`src/rtl/id_ex_stage.sv`:
```
// ============================================================================
// Module   : id_ex_stage
// Purpose  : ID/EX pipeline register with load-use bubble insertion,
//            external hold and wrong-path flush.
// Config   : define ID_EX_HAZARD_DETECT_EN to enable load-use detection.
// Revision : 1.0  initial release
// ============================================================================
`default_nettype none

module id_ex_stage #(
  parameter int DATA_W = 32,
  parameter int REG_W  = 5
) (
  input  logic              clk,
  input  logic              rst_n,
  input  logic              reg_dst,
  input  logic              jump,
  input  logic              branch,
  input  logic              mem_read,
  input  logic              mem_to_reg,
  input  logic              mem_write,
  input  logic              alu_src,
  input  logic              reg_write,
  input  logic [1:0]        alu_op,
  input  logic              id_valid,
  input  logic [DATA_W-1:0] id_pc_plus4,
  input  logic [DATA_W-1:0] id_rd1,
  input  logic [DATA_W-1:0] id_rd2,
  input  logic [DATA_W-1:0] id_imm,
  input  logic [REG_W-1:0]  id_rs,
  input  logic [REG_W-1:0]  id_rt,
  input  logic [REG_W-1:0]  id_rd,
  input  logic              flush,
  input  logic              hold,
  output logic              stall,
  output logic              ex_reg_dst,
  output logic              ex_jump,
  output logic              ex_branch,
  output logic              ex_mem_read,
  output logic              ex_mem_to_reg,
  output logic              ex_mem_write,
  output logic              ex_alu_src,
  output logic              ex_reg_write,
  output logic [1:0]        ex_alu_op,
  output logic              ex_valid,
  output logic [DATA_W-1:0] ex_pc_plus4,
  output logic [DATA_W-1:0] ex_rd1,
  output logic [DATA_W-1:0] ex_rd2,
  output logic [DATA_W-1:0] ex_imm,
  output logic [REG_W-1:0]  ex_rs,
  output logic [REG_W-1:0]  ex_rt,
  output logic [REG_W-1:0]  ex_rd
);

  localparam int CTRL_W = 11;

  logic [CTRL_W-1:0] ctrl_in;
  logic [CTRL_W-1:0] ctrl_d,     ctrl_q;
  logic [DATA_W-1:0] pc_plus4_d, pc_plus4_q;
  logic [DATA_W-1:0] rd1_d,      rd1_q;
  logic [DATA_W-1:0] rd2_d,      rd2_q;
  logic [DATA_W-1:0] imm_d,      imm_q;
  logic [REG_W-1:0]  rs_d,       rs_q;
  logic [REG_W-1:0]  rt_d,       rt_q;
  logic [REG_W-1:0]  rd_d,       rd_q;
  logic              haz;
  logic              load_data;

  // Control group packed with ex_valid in the MSB so a bubble is a single clear.
  assign ctrl_in = {id_valid, alu_op, reg_dst, jump, branch, mem_read,
                    mem_to_reg, mem_write, alu_src, reg_write};

  assign {ex_valid, ex_alu_op, ex_reg_dst, ex_jump, ex_branch, ex_mem_read,
          ex_mem_to_reg, ex_mem_write, ex_alu_src, ex_reg_write} = ctrl_q;

  assign ex_pc_plus4 = pc_plus4_q;
  assign ex_rd1      = rd1_q;
  assign ex_rd2      = rd2_q;
  assign ex_imm      = imm_q;
  assign ex_rs       = rs_q;
  assign ex_rt       = rt_q;
  assign ex_rd       = rd_q;

`ifdef ID_EX_HAZARD_DETECT_EN
  logic rs_hit;
  logic rt_hit;

  // A jump has no rs source; rt is only a source for R-type, stores and branches.
  always_comb begin
    rs_hit = ~jump & (id_rs == rt_q);
    rt_hit = (reg_dst | mem_write | branch) & (id_rt == rt_q);
    haz    = ex_valid & ex_mem_read & (rt_q != '0) & id_valid & (rs_hit | rt_hit);
  end
`else
  assign haz = 1'b0;
`endif

  // Not gated by hold: upstream is already frozen whenever hold is high.
  assign stall = haz & ~flush;

  always_comb begin
    ctrl_d    = ctrl_q;
    load_data = 1'b0;
    if (flush) begin
      ctrl_d    = '0;
      load_data = 1'b1;
    end else if (hold) begin
      ctrl_d    = ctrl_q;
    end else if (haz) begin
      ctrl_d    = '0;
      load_data = 1'b1;
    end else begin
      ctrl_d    = id_valid ? ctrl_in : '0;
      load_data = 1'b1;
    end
  end

  always_comb begin
    pc_plus4_d = pc_plus4_q;
    rd1_d      = rd1_q;
    rd2_d      = rd2_q;
    imm_d      = imm_q;
    rs_d       = rs_q;
    rt_d       = rt_q;
    rd_d       = rd_q;
    if (load_data) begin
      pc_plus4_d = id_pc_plus4;
      rd1_d      = id_rd1;
      rd2_d      = id_rd2;
      imm_d      = id_imm;
      rs_d       = id_rs;
      rt_d       = id_rt;
      rd_d       = id_rd;
    end
  end

  always_ff @(posedge clk) begin
    if (!rst_n) begin
      ctrl_q     <= '0;
      pc_plus4_q <= '0;
      rd1_q      <= '0;
      rd2_q      <= '0;
      imm_q      <= '0;
      rs_q       <= '0;
      rt_q       <= '0;
      rd_q       <= '0;
    end else begin
      ctrl_q     <= ctrl_d;
      pc_plus4_q <= pc_plus4_d;
      rd1_q      <= rd1_d;
      rd2_q      <= rd2_d;
      imm_q      <= imm_d;
      rs_q       <= rs_d;
      rt_q       <= rt_d;
      rd_q       <= rd_d;
    end
  end

endmodule

`default_nettype wire

```
`config.mk`:
```
export PLATFORM = sky130hd
export DESIGN_NAME = id_ex_stage
export DESIGN_NICKNAME = d
export VERILOG_FILES = /design/src/rtl/id_ex_stage.sv
export SDC_FILE = /design/constraint.sdc
export NUM_CORES = 1
export LEC_CHECK = 0
export BUFFER_PORTS_ARGS = -buffer_cell sky130_fd_sc_hd__buf_2
export CORE_AREA = 4 4 121 123
export DETAILED_ROUTE_END_ITERATION = 7
export DIE_AREA = 0 0 125 127
export PLACE_DENSITY = 0.75
export SKIP_CTS_REPAIR_TIMING = 1
export SYNTH_ARGS = -nofsm -noshare
export SYNTH_HDL_FRONTEND = slang
export SYNTH_SLANG_ARGS = --single-unit
```
`constraint.sdc`:
```
create_clock -name clk -period 2.1 [get_ports clk]
set_input_delay 0.105 -clock clk [delete_from_list [all_inputs] [get_ports clk]]
set_output_delay 0.105 -clock clk [all_outputs]
set_load 0.1 [all_outputs]
```
==> impl_results.md, run 1 <==
* Outcome: complete, but fails checks
* Failing checks: negative hold slack
* Avg Cell Area, Syn at 8.58 sq um
* Crit path largest cell delay at 0.45 ns
* Final ANT Viol Nets at 0
* Combinational power share at 0.269
* Crit end category: output port
* Worst vdd ir at 491 uV
* Crit path max fanout at 2
* Final setup fails at 0
* Critical Path AT at 1.22 ns
* CP Launch Type: flip-flop
* Initial antenna violation count at 0
* Clock latency on the worst-skew pair at 0.41 ns
* Clock Path Buffers at 2
* Pwr Density at 888 mW/mm^2
* Root Buffer: clkbuf_16
* Rows at 43
* Overall routing resource usage at 0.194
* H-tree depth reported by CTS at 4
* Post-synthesis sequential element count at 154
* Crit path buf inv count at 1
* Final wirelength at 19500 um
* Drt pass-1 iters at 6
* Drt drc at 0
* Cell family with most CP delay: buffers and inverters
* Total design power at 8310 uW
* Post-Layout Cell Count at 1291
* DR WL/cell at 15.1 um
* Post-Syn Area at 0.00568 sq mm
* Clock transition at path regs at 0.06 ns
* Crit path cell chain: buf_2
* Cells after synthesis at 662
* Max-slew violation count at 0
* Worst slew pin tran at 0.831 ns
* Most common cell in the netlist: nand2_1
* TritonCTS clock tree: yes
* Die height at 127 um
* Area grow syn2layout at 64.9%
* Syn nets at 820
* Vias/cell at 4.75
* Internal Power at 5310 uW
* DIE WIDTH at 125 um
* RSZ-0062 raised after global routing: no
* Psw at 3000 uW
* Setup CP Type: reg2out
* Fin util at 0.685
* Leakage at 0.00456 uW
* Largest net degree at the start of global routing at 83
* First-pass GRT wire length at 25000 um
* Initial DRC Count at 400
* Yosys top cell area share at 0.543
* Top_reg_cell synth: dfxtp_1
* Crit share post-route at 0.633
* Max-cap viol count at 0
* Placed cell count at 1107
* TritonCTS Sinks at 154
* Post-synthesis sequential area ratio at 0.543
* Starting Density at 0.415
* Switching part of the total at 0.361
* Number of flops mapped to enable cells by yosys at 0
* Ys Warns at 0
* Fin Hold WS at -0.0171 ns
* CP max stage cell: buf_2
* Max Fclk at 753 MHz
* Clk_skew at 0 ns
* Hold Crit Class: in2reg
* Total negative slack at 0 ns
* Clock Power Share at 0.348
* Post-synth cell types at 14
* Fraction of layout cells with a size suffix above 1 at 0.316
* Synth area leader: dfxtp_1
* Grt ovf at 0
* Vias in the first global route at 4988
* Largest cells by area after synthesis: dfxtp_1 (54%), nand2_1 (19%), a21boi_0 (9.7%)
* Die footprint at 0.0159 sq mm
* Count of buffers from port buffering at 311
* Io pins at 313
* Final min period at 1.33 ns
* Reg power frac at 0.383
* Placer Congestion at 0.805
* HPWL after DPL at 11500 um
* Async SR Flop Fraction at 0
* Final Hold Viols at 1
* WP data required at 2.00 ns
* Via count at 6135
* Fin nets at 1255
* Slew HR at 0.445
* Synth cell count leaders: nand2_1 (286), dfxtp_1 (154), a21boi_0 (73), a21boi_1 (70), buf_2 (24)
* Core area at 0.0137 sq mm
* Number of buffers created by CTS at 17
==> placed cells by master (no fill, tap or decap) <==
cell type and instances:
clkinv_2 3, a21boi_0 73, buf_12 5, clkinvlp_4 4, nand2b_1 1, buf_4 2
nand2b_4 1, buf_2 310, nor2_1 11, conb_1 1, inv_6 3, dlygate4sd3_1 151
a21oi_1 1, nor2b_1 1, nor2b_4 1, clkbuf_8 1, dfxtp_1 154, a22oi_1 10
a21boi_1 70, diode_2 2, nand2_1 286, clkinv_4 2, bufinv_16 1, clkbuf_16 17
==> power by group through the flow <==
| stage | combinational (uW) | clock, uW | sequential, uW |
|---|---|---|---|
| floorplan | 339 | 0 | 4490 |
| global placement | 1980 | 0 | 3240 |
| detailed placement | 1990 | 0 | 3240 |
| CTS | 2000 | 2950 | 3180 |
| global route | 2330 | 3080 | 3200 |
| finish | 2230 | 2890 | 3180 |
==> final timing paths <==
path                       start             end  slack [ns]  cells past startpoint
hold / removal        id_imm[21]      ex_imm[21]       -0.02                      3
hold reg to reg   ex_pc_plus4[8]  ex_pc_plus4[8]        0.45                      2
setup / recovery      ex_rd1[16]      ex_rd1[16]        0.77                      1
setup reg to reg       ctrl_q[8]       ctrl_q[8]        1.35                      2
==> flip-flops by register name (all words and copies together), names as in the netlist <==
name,flops
ex_rd1,32
ex_rt,5
ex_rd,5
ctrl_q,11
ex_rd2,32
ex_imm,32
ex_pc_plus4,32
ex_rs,5
==> through the flow <==
step / hold WS [ns] / worst slack, ns / area [sq um]
after floorplan: 0.244 / 0.803 / 5680
after global placement: 0.337 / 0.847 / 7290
after detailed placement: 0.348 / 0.789 / 7290
after CTS: -0.0952 / 0.757 / 7850
after global routing: 0.00168 / 0.739 / 9360
final: -0.0171 / 0.771 / 9360
==> layer usage <==
| metal | up-vias | part of all wire | GRT usage |
|---|---|---|---|
| met1 | 2779 | 0.38 | 0.234 |
| li1 | 2993 | - | - |
| met2 | 316 | 0.50 | 0.311 |
| met3 | 47 | 0.093 | 0.0782 |
| met4 | 0 | 0.031 | 0.0816 |
| met5 | - | 0 | 0 |
==> worst reg2reg max path, delay by kind of cell (launching register included) <==
family,cells,cell delay (ns)
AO/OA/AOI/OAI,1,0.22
flip-flops,1,0.33
AND/OR/NAND/NOR,1,0.07
==> layout make-up <==
cell class                      instances  area (sq um)
Multi-Input combinational cell        456          2310
Timing Repair Buffer                  468          3180
Clock buffer                           18           439
Tap cell                              180           225
Clock inverter                         13           119
Fill cell                            1011          4300
Sequential cell                       154          3080
Antenna cell                            2          5.00
==> cells by family after synthesis <==
| family | count (synthesis) | synth area share |
|---|---|---|
| and+or+nand+nor | 301 | 0.201 |
| DFF | 154 | 0.543 |
| AOI/OAI and AO/OA | 154 | 0.203 |
| other | 1 | 0.000661 |
| buffers and inverters | 52 | 0.0522 |
(Power assumes the default switching activity.)
==> run 2: changes to the inputs <==
--- a/config.mk
+++ b/config.mk
@@ -5,11 +5,12 @@
 export SDC_FILE = /design/constraint.sdc
 export NUM_CORES = 1
 export LEC_CHECK = 0
+export ABC_AREA = 1
 export BUFFER_PORTS_ARGS = -buffer_cell sky130_fd_sc_hd__buf_2
-export CORE_AREA = 4 4 121 123
+export CORE_MARGIN = 4
+export CORE_UTILIZATION = 42
 export DETAILED_ROUTE_END_ITERATION = 7
-export DIE_AREA = 0 0 125 127
-export PLACE_DENSITY = 0.75
+export PLACE_DENSITY = 0.76
 export SKIP_CTS_REPAIR_TIMING = 1
 export SYNTH_ARGS = -nofsm -noshare
 export SYNTH_HDL_FRONTEND = slang
==> constraint.sdc (replaced) <==
create_clock -name clk -period 1.22 [get_ports clk]
set_input_delay 0.061 -clock clk [delete_from_list [all_inputs] [get_ports clk]]
set_output_delay 0.061 -clock clk [all_outputs]
set_load 0.1 [all_outputs]
==> impl_results.md, run 2 <==
* Outcome: completed
* Area grow syn2layout at 70.8%
* First-pass GRT wire length at 30000 um (+20%)
* Core area at 0.0148 sq mm (+8.0%)
* Fin nets at 1573 (+25%)
* DIE WIDTH at 132 um (+5.3%)
* Largest net degree at the start of global routing at 76 (-8.4%)
* Reg-to-Reg Start: ex_rd2[3]
* Initial antenna violation count at 1 (+1)
* Grt ovf at 0 (unchanged)
* Post-synth cell types at 13 (-1)
* Io pins at 313 (unchanged)
* Max Fclk at 832 MHz
* Final Hold Viols at 0 (-1)
* Placer Congestion at 0.826 (+2.6%)
* Final ANT Viol Nets at 0 (unchanged)
* Clock transition at path regs at 0.06 ns (about the same)
* Final setup fails at 0 (unchanged)
* Post-synthesis sequential area ratio at 0.480 (-0.0628)
* Pwr Density at 1480 mW/mm^2 (+67%)
* Final min period at 1.20 ns
* Area taken by flip-flops and latches at 0.00328 sq mm (+6.2%)
* Commonest non-fill, non-tap cells in the layout: nor2_1 (286), dlygate4sd3_1 (160), nand2_1 (156), buf_2 (155), dfxtp_2 (154)
* CP Launch Type: flip-flop
* Fin util at 0.743 (+0.0579)
* Number of buffers created by CTS at 17 (unchanged)
* Worst vdd ir at 1330 uV (+170%)
* Critical Path AT at 1.50 ns (+0.28 ns)
* # fillers at 920 (-9.0%)
* Synth cell count leaders: nor2_1 (286), nand2_1 (156), dfxtp_1 (154), nand3_1 (153), inv_1 (143)
* Clock Path Buffers at 2 (unchanged)
* Drt drc at 0 (unchanged)
* Clock latency on the worst-skew pair at 0.41 ns (about the same)
* Leakage at 0.00548 uW (+20%)
* Max-cap viol count at 0 (unchanged)
* Critical Path Source: ex_rd2[3]
* Count of buffers from port buffering at 311 (unchanged)
* Die footprint at 0.0173 sq mm (+9.1%)
* WP data required at 1.52 ns (-0.48 ns)
* Crit path to: ex_rd2[3]
* Die height at 132 um (+3.6%)
* Starting Density at 0.435 (+0.0196)
* Final wirelength at 25200 um (+29%)
* H-tree depth reported by CTS at 4 (unchanged)
* Initial DRC Count at 500 (+25%)
* Via count at 7890 (+29%)
* Vias in the first global route at 6085 (+22%)
* Final Worst Setup Slack at 0.0183 ns (-0.753 ns)
* Yosys top cell area share at 0.480 (-0.0628)
* Largest cells by area after synthesis: dfxtp_1 (48%), nor2_1 (17%), nand3_1 (12%)
* Cells after synthesis at 974 (+47%)
* Crit end category: flip-flop
* Overall routing resource usage at 0.209 (+0.0150)
* Async SR Flop Fraction at 0 (unchanged)
* Total negative slack at 0 ns (unchanged)
* Setup CP Type: reg2reg
* Clk_skew at 0 ns (unchanged)
* Crit path max fanout at 2 (unchanged)
* Max-slew violation count at 0 (unchanged)
* Avg Cell Area, Syn at 6.59 sq um (-23%)
* Top_reg_cell synth: dfxtp_1
* Most common cell in the netlist: nor2_1
* Area of the multi-input gates at 0.00249 sq mm (+7.9%)
* DP Worst Slack at 0.186 ns (-0.603 ns)
* R2R setup slack at 0.02 ns (-1.33 ns)
* Drt pass-1 iters at 5 (-1)
* Vias/cell at 4.90 (+3.1%)
* Number of flops mapped to enable cells by yosys at 0 (unchanged)
* DR WL/cell at 15.6 um (+3.3%)
* R2R depth at 5 (+3)
* Ys Warns at 0 (unchanged)
* Crit share post-route at 0.985
* Post-Syn Area at 0.00642 sq mm (+13%)
* TritonCTS clock tree: yes
* Post-synthesis sequential element count at 154 (unchanged)
* Commonest non-fill, non-tap cell in the layout: nor2_1
* TritonCTS Sinks at 154 (unchanged)
* Reg2reg end: ex_rd2[3]
* Fraction of layout cells with a size suffix above 1 at 0.360 (+0.0444)
* Rows at 44 (+2.3%)
* Synth area leader: dfxtp_1
* HPWL after DPL at 13500 um (+17%)
* Hold Crit Class: in2reg
* Root Buffer: clkbuf_16
* Syn nets at 1132 (+38%)
* Total design power at 16200 uW (+95%)
==> run 2: per-stage QoR <==
stage	area, sq um	hold WS (ns)	std cells
CTS	8970	-0.147	1449
global route	11000	0.0155	1610
global placement	8360	0.282	1420
finish	11000	0.0131	1610
detailed placement	8360	0.287	1420
floorplan	6610	0.196	974
==> run 2: how the worst min path moves through the flow <==
stage / from / to / slack, ns / cells past startpoint
2_1_floorplan: id_imm[0] / ex_imm[0] / 0.20 / 2
3_3_place_gp: id_rd2[18] / ex_rd2[18] / 0.28 / 3
3_5_place_dp: id_imm[3] / ex_imm[3] / 0.29 / 3
4_1_cts: id_rd2[0] / ex_rd2[0] / -0.15 / 3
5_1_grt: id_valid / ctrl_q[6] / 0.02 / 3
6_report: id_valid / ctrl_q[6] / 0.01 / 3
==> run 2: kinds of logic after synthesis <==
| logic type | after synthesis | share of synthesized area |
|---|---|---|
| flip-flops | 154 | 0.480 |
| other | 1 | 0.000584 |
| AND/OR/NAND/NOR | 596 | 0.379 |
| AO/OA/AOI/OAI | 11 | 0.00858 |
| buffers and inverters | 212 | 0.132 |
==> run 2: critical path, cell delays in order, from the launching register on <==
cell and delay (ns):
dfxtp_2 0.32, inv_1 0.04, nand3_1 0.06, nand2_1 0.08, nor2_1 0.04, dlygate4sd3_1 0.54
==> run 2: routing by layer <==
layer | global-route usage | wire [um]
met5 | 0 | 0
met4 | 0.0741 | 826
met3 | 0.0894 | 2560
met2 | 0.342 | 12700
met1 | 0.247 | 9090
==> run 2: where the power goes <==
group	internal [uW]	total (uW)	leakage [uW]	switching (uW)
logic	1320	5020	0.00386	3700
registers	5460	5650	0.00132	197
clock network	3560	5570	0.000298	2010
total	10300	16200	0.00548	5910
==> run 2: area by class of cell <==
cell class / instances / area share
tap: 184 / 0.0210
timing repair buffer: 489 / 0.346
antenna: 1 / 0.000228
clock inverter: 7 / 0.0129
inverter: 145 / 0.0499
multi-input combinational: 608 / 0.228
clock buffer: 22 / 0.0433
sequential: 154 / 0.299
==> run 3: changes to the inputs <==
==> constraint.sdc (replaced) <==
create_clock -name clk -period 1.22 [get_ports clk]
set_input_delay 0.244 -clock clk [delete_from_list [all_inputs] [get_ports clk]]
set_output_delay 0.244 -clock clk [all_outputs]
set_load 0.1 [all_outputs]
==> impl_results.md, run 3 (same netlist as run 2, synthesis figures left out) <==
* TritonCTS Sinks at 154 (unchanged)
* Clk_skew at 0 ns (unchanged)
* DIE WIDTH at 132 um (unchanged)
* Combinational power share at 0.341 (+0.032)
* Total negative slack at 0 ns (unchanged)
* Critical Path AT at 0.97 ns (-0.53 ns)
* Outcome: completed
* Crit end category: output port
* Reg-to-Reg Start: ex_rd2[2]
* Clock transition at path regs at 0.06 ns (about the same)
* Final setup fails at 0 (unchanged)
* First-pass GRT wire length at 34800 um (+16%)
* Fraction of layout cells with a size suffix above 1 at 0.414 (+0.0543)
* Clock latency on the worst-skew pair at 0.42 ns (about the same)
* Crit share post-route at 0.995 (+0.00969)
* Post-Layout Cell Count at 1476 (-8.3%)
* Internal Power at 10300 uW (-0.25%)
* Psw at 5990 uW (+1.4%)
* Commonest non-fill, non-tap cell in the layout: nor2_1
* Hold_sp: id_rd[3]
* Cell family with most CP delay: flip-flops
* Reg power frac at 0.358 (+0.010)
* Rows at 44 (unchanged)
* Placer Congestion at 0.858 (+3.9%)
* Commonest non-fill, non-tap cells in the layout: nor2_1 (286), buf_12 (164), nand2_1 (156), buf_2 (155), nand3_1 (153)
* Final wirelength at 22500 um (-11%)
* Max Fclk at 824 MHz (-0.97%)
* Count of buffers from port buffering at 311 (unchanged)
* Die height at 132 um (unchanged)
* Crit path cell chain: buf_12
* # fillers at 904 (-1.7%)
* Vias in the first global route at 6999 (+15%)
* Max-slew violation count at 0 (unchanged)
* Hold path endpoint: ex_rd[3]
* Via count at 7123 (-9.7%)
* Critical Path Source: ex_imm[14]
* Crit path max fanout at 2 (unchanged)
* Post-DP Area at 0.0107 sq mm (+28%)
* CP max stage cell: dfxtp_2
* RSZ-0062 raised after global routing: yes
* Drt drc at 0 (unchanged)
* Vias/cell at 4.83 (-1.5%)
* Largest net degree at the start of global routing at 84 (+11%)
* DR WL/cell at 15.2 um (-2.5%)
* Area grow syn2layout at 77.9%
* Crit path buf inv count at 1 (-1)
* Max-cap viol count at 0 (unchanged)
* Reg2reg end: ex_rd2[2]
* H-tree depth reported by CTS at 4 (unchanged)
* CP Launch Type: flip-flop
* Worst Hold Depth at 3 (unchanged)
* Final Instance Area at 0.0114 sq mm (+4.1%)
* Fin Hold WS at 0.0367 ns (+0.0236 ns)
* Leakage at 0.00551 uW (+0.49%)
* Die footprint at 0.0173 sq mm (unchanged)
* Initial antenna violation count at 3 (+2)
* Final min period at 1.21 ns (+0.0118 ns)
* Hold Crit Class: in2reg
* Placed cell count at 1423 (+0.21%)
* Overall routing resource usage at 0.249 (+0.0391)
* Initial DRC Count at 418 (-16%)
* Clock Power Share at 0.301 (-0.042)
* Final ANT Viol Nets at 0 (unchanged)
* Io pins at 313 (unchanged)
* Pwr Density at 1430 mW/mm^2 (-3.7%)
* WP data required at 0.98 ns (-0.54 ns)
* Fin nets at 1436 (-8.7%)
* R2R depth at 5 (unchanged)
* Drt pass-1 iters at 5 (unchanged)
* Number of buffers created by CTS at 17 (unchanged)
* Setup CP Type: reg2out
* Core area at 0.0148 sq mm (unchanged)
* Root Buffer: clkbuf_16
* Switching part of the total at 0.368 (+0.00370)
* Grt ovf at 0 (unchanged)
* TritonCTS clock tree: yes
* HPWL after DPL at 15800 um (+17%)
* R2R setup slack at 0.38 ns (+0.36 ns)
* Final Hold Viols at 0 (unchanged)
* Crit path largest cell delay at 0.36 ns (-0.18 ns)
* Starting Density at 0.435 (unchanged)
* Worst vdd ir at 1120 uV (-16%)
* Clock Path Buffers at 2 (unchanged)
-- run 3: cell types whose count changed in the layout (fill, tap and decap cells not counted), sizes merged --
cell and delta:
dlygate4sd3 -160, bufinv -3, clkinv +1, diode +2
buf +176, clkinvlp +1, clkbuf -151
-- run 3: power by group through the flow --
stage	Combinational [uW]	Clock, uW	Sequential, uW
floorplan	917	0	8280
global placement	5410	0	5920
detailed placement	5460	0	5950
CTS	5500	4970	5850
global route	5790	5200	5870
finish	5550	4910	5840
-- run 3: layer usage --
metal / share of wire / GRT usage
met1: 0.36 / 0.259
met2: 0.51 / 0.435
met3: 0.10 / 0.107
met4: 0.031 / 0.111
met5: 0 / 0
-- run 3: how the worst max path moves through the flow --
stage,endpoint,slack (ns),cells past startpoint
floorplan,ex_pc_plus4[0],0.17,5
global placement,ex_rd1[7],0.07,6
detailed placement,ex_imm[6],0.03,7
CTS,ex_pc_plus4[0],-0.02,1
global route,ex_rd2[5],-0.03,1
finish,ex_imm[14],0.006,1
-- run 3: layout make-up --
cell class                 instances  area, sq um  share of cell area
timing repair buffer             352         4310               0.377
multi-input combinational        608         2490               0.219
antenna                            3         7.51            0.000658
clock buffer                      24          472              0.0413
inverter                         145          547              0.0479
tap                              184          230              0.0202
sequential                       154         3290               0.288
clock inverter                     6         67.6             0.00592
-- run 3: tightest hold or removal path, cell delays in order --
cell and delay (ns):
buf_2 0.07, nor2_1 0.03, nor2_1 0.08
-- run 3: per-stage QoR --
| step | setup WS [ns] | total power, uW | utilization |
|---|---|---|---|
| after global placement | 0.0708 | 11300 | 0.725 |
| after floorplan | 0.166 | 9200 | - |
| after CTS | -0.0229 | 16300 | 0.762 |
| final | 0.00644 | 16300 | 0.774 |
| after detailed placement | 0.0287 | 11400 | 0.725 |
| after global routing | -0.0280 | 16900 | 0.774 |
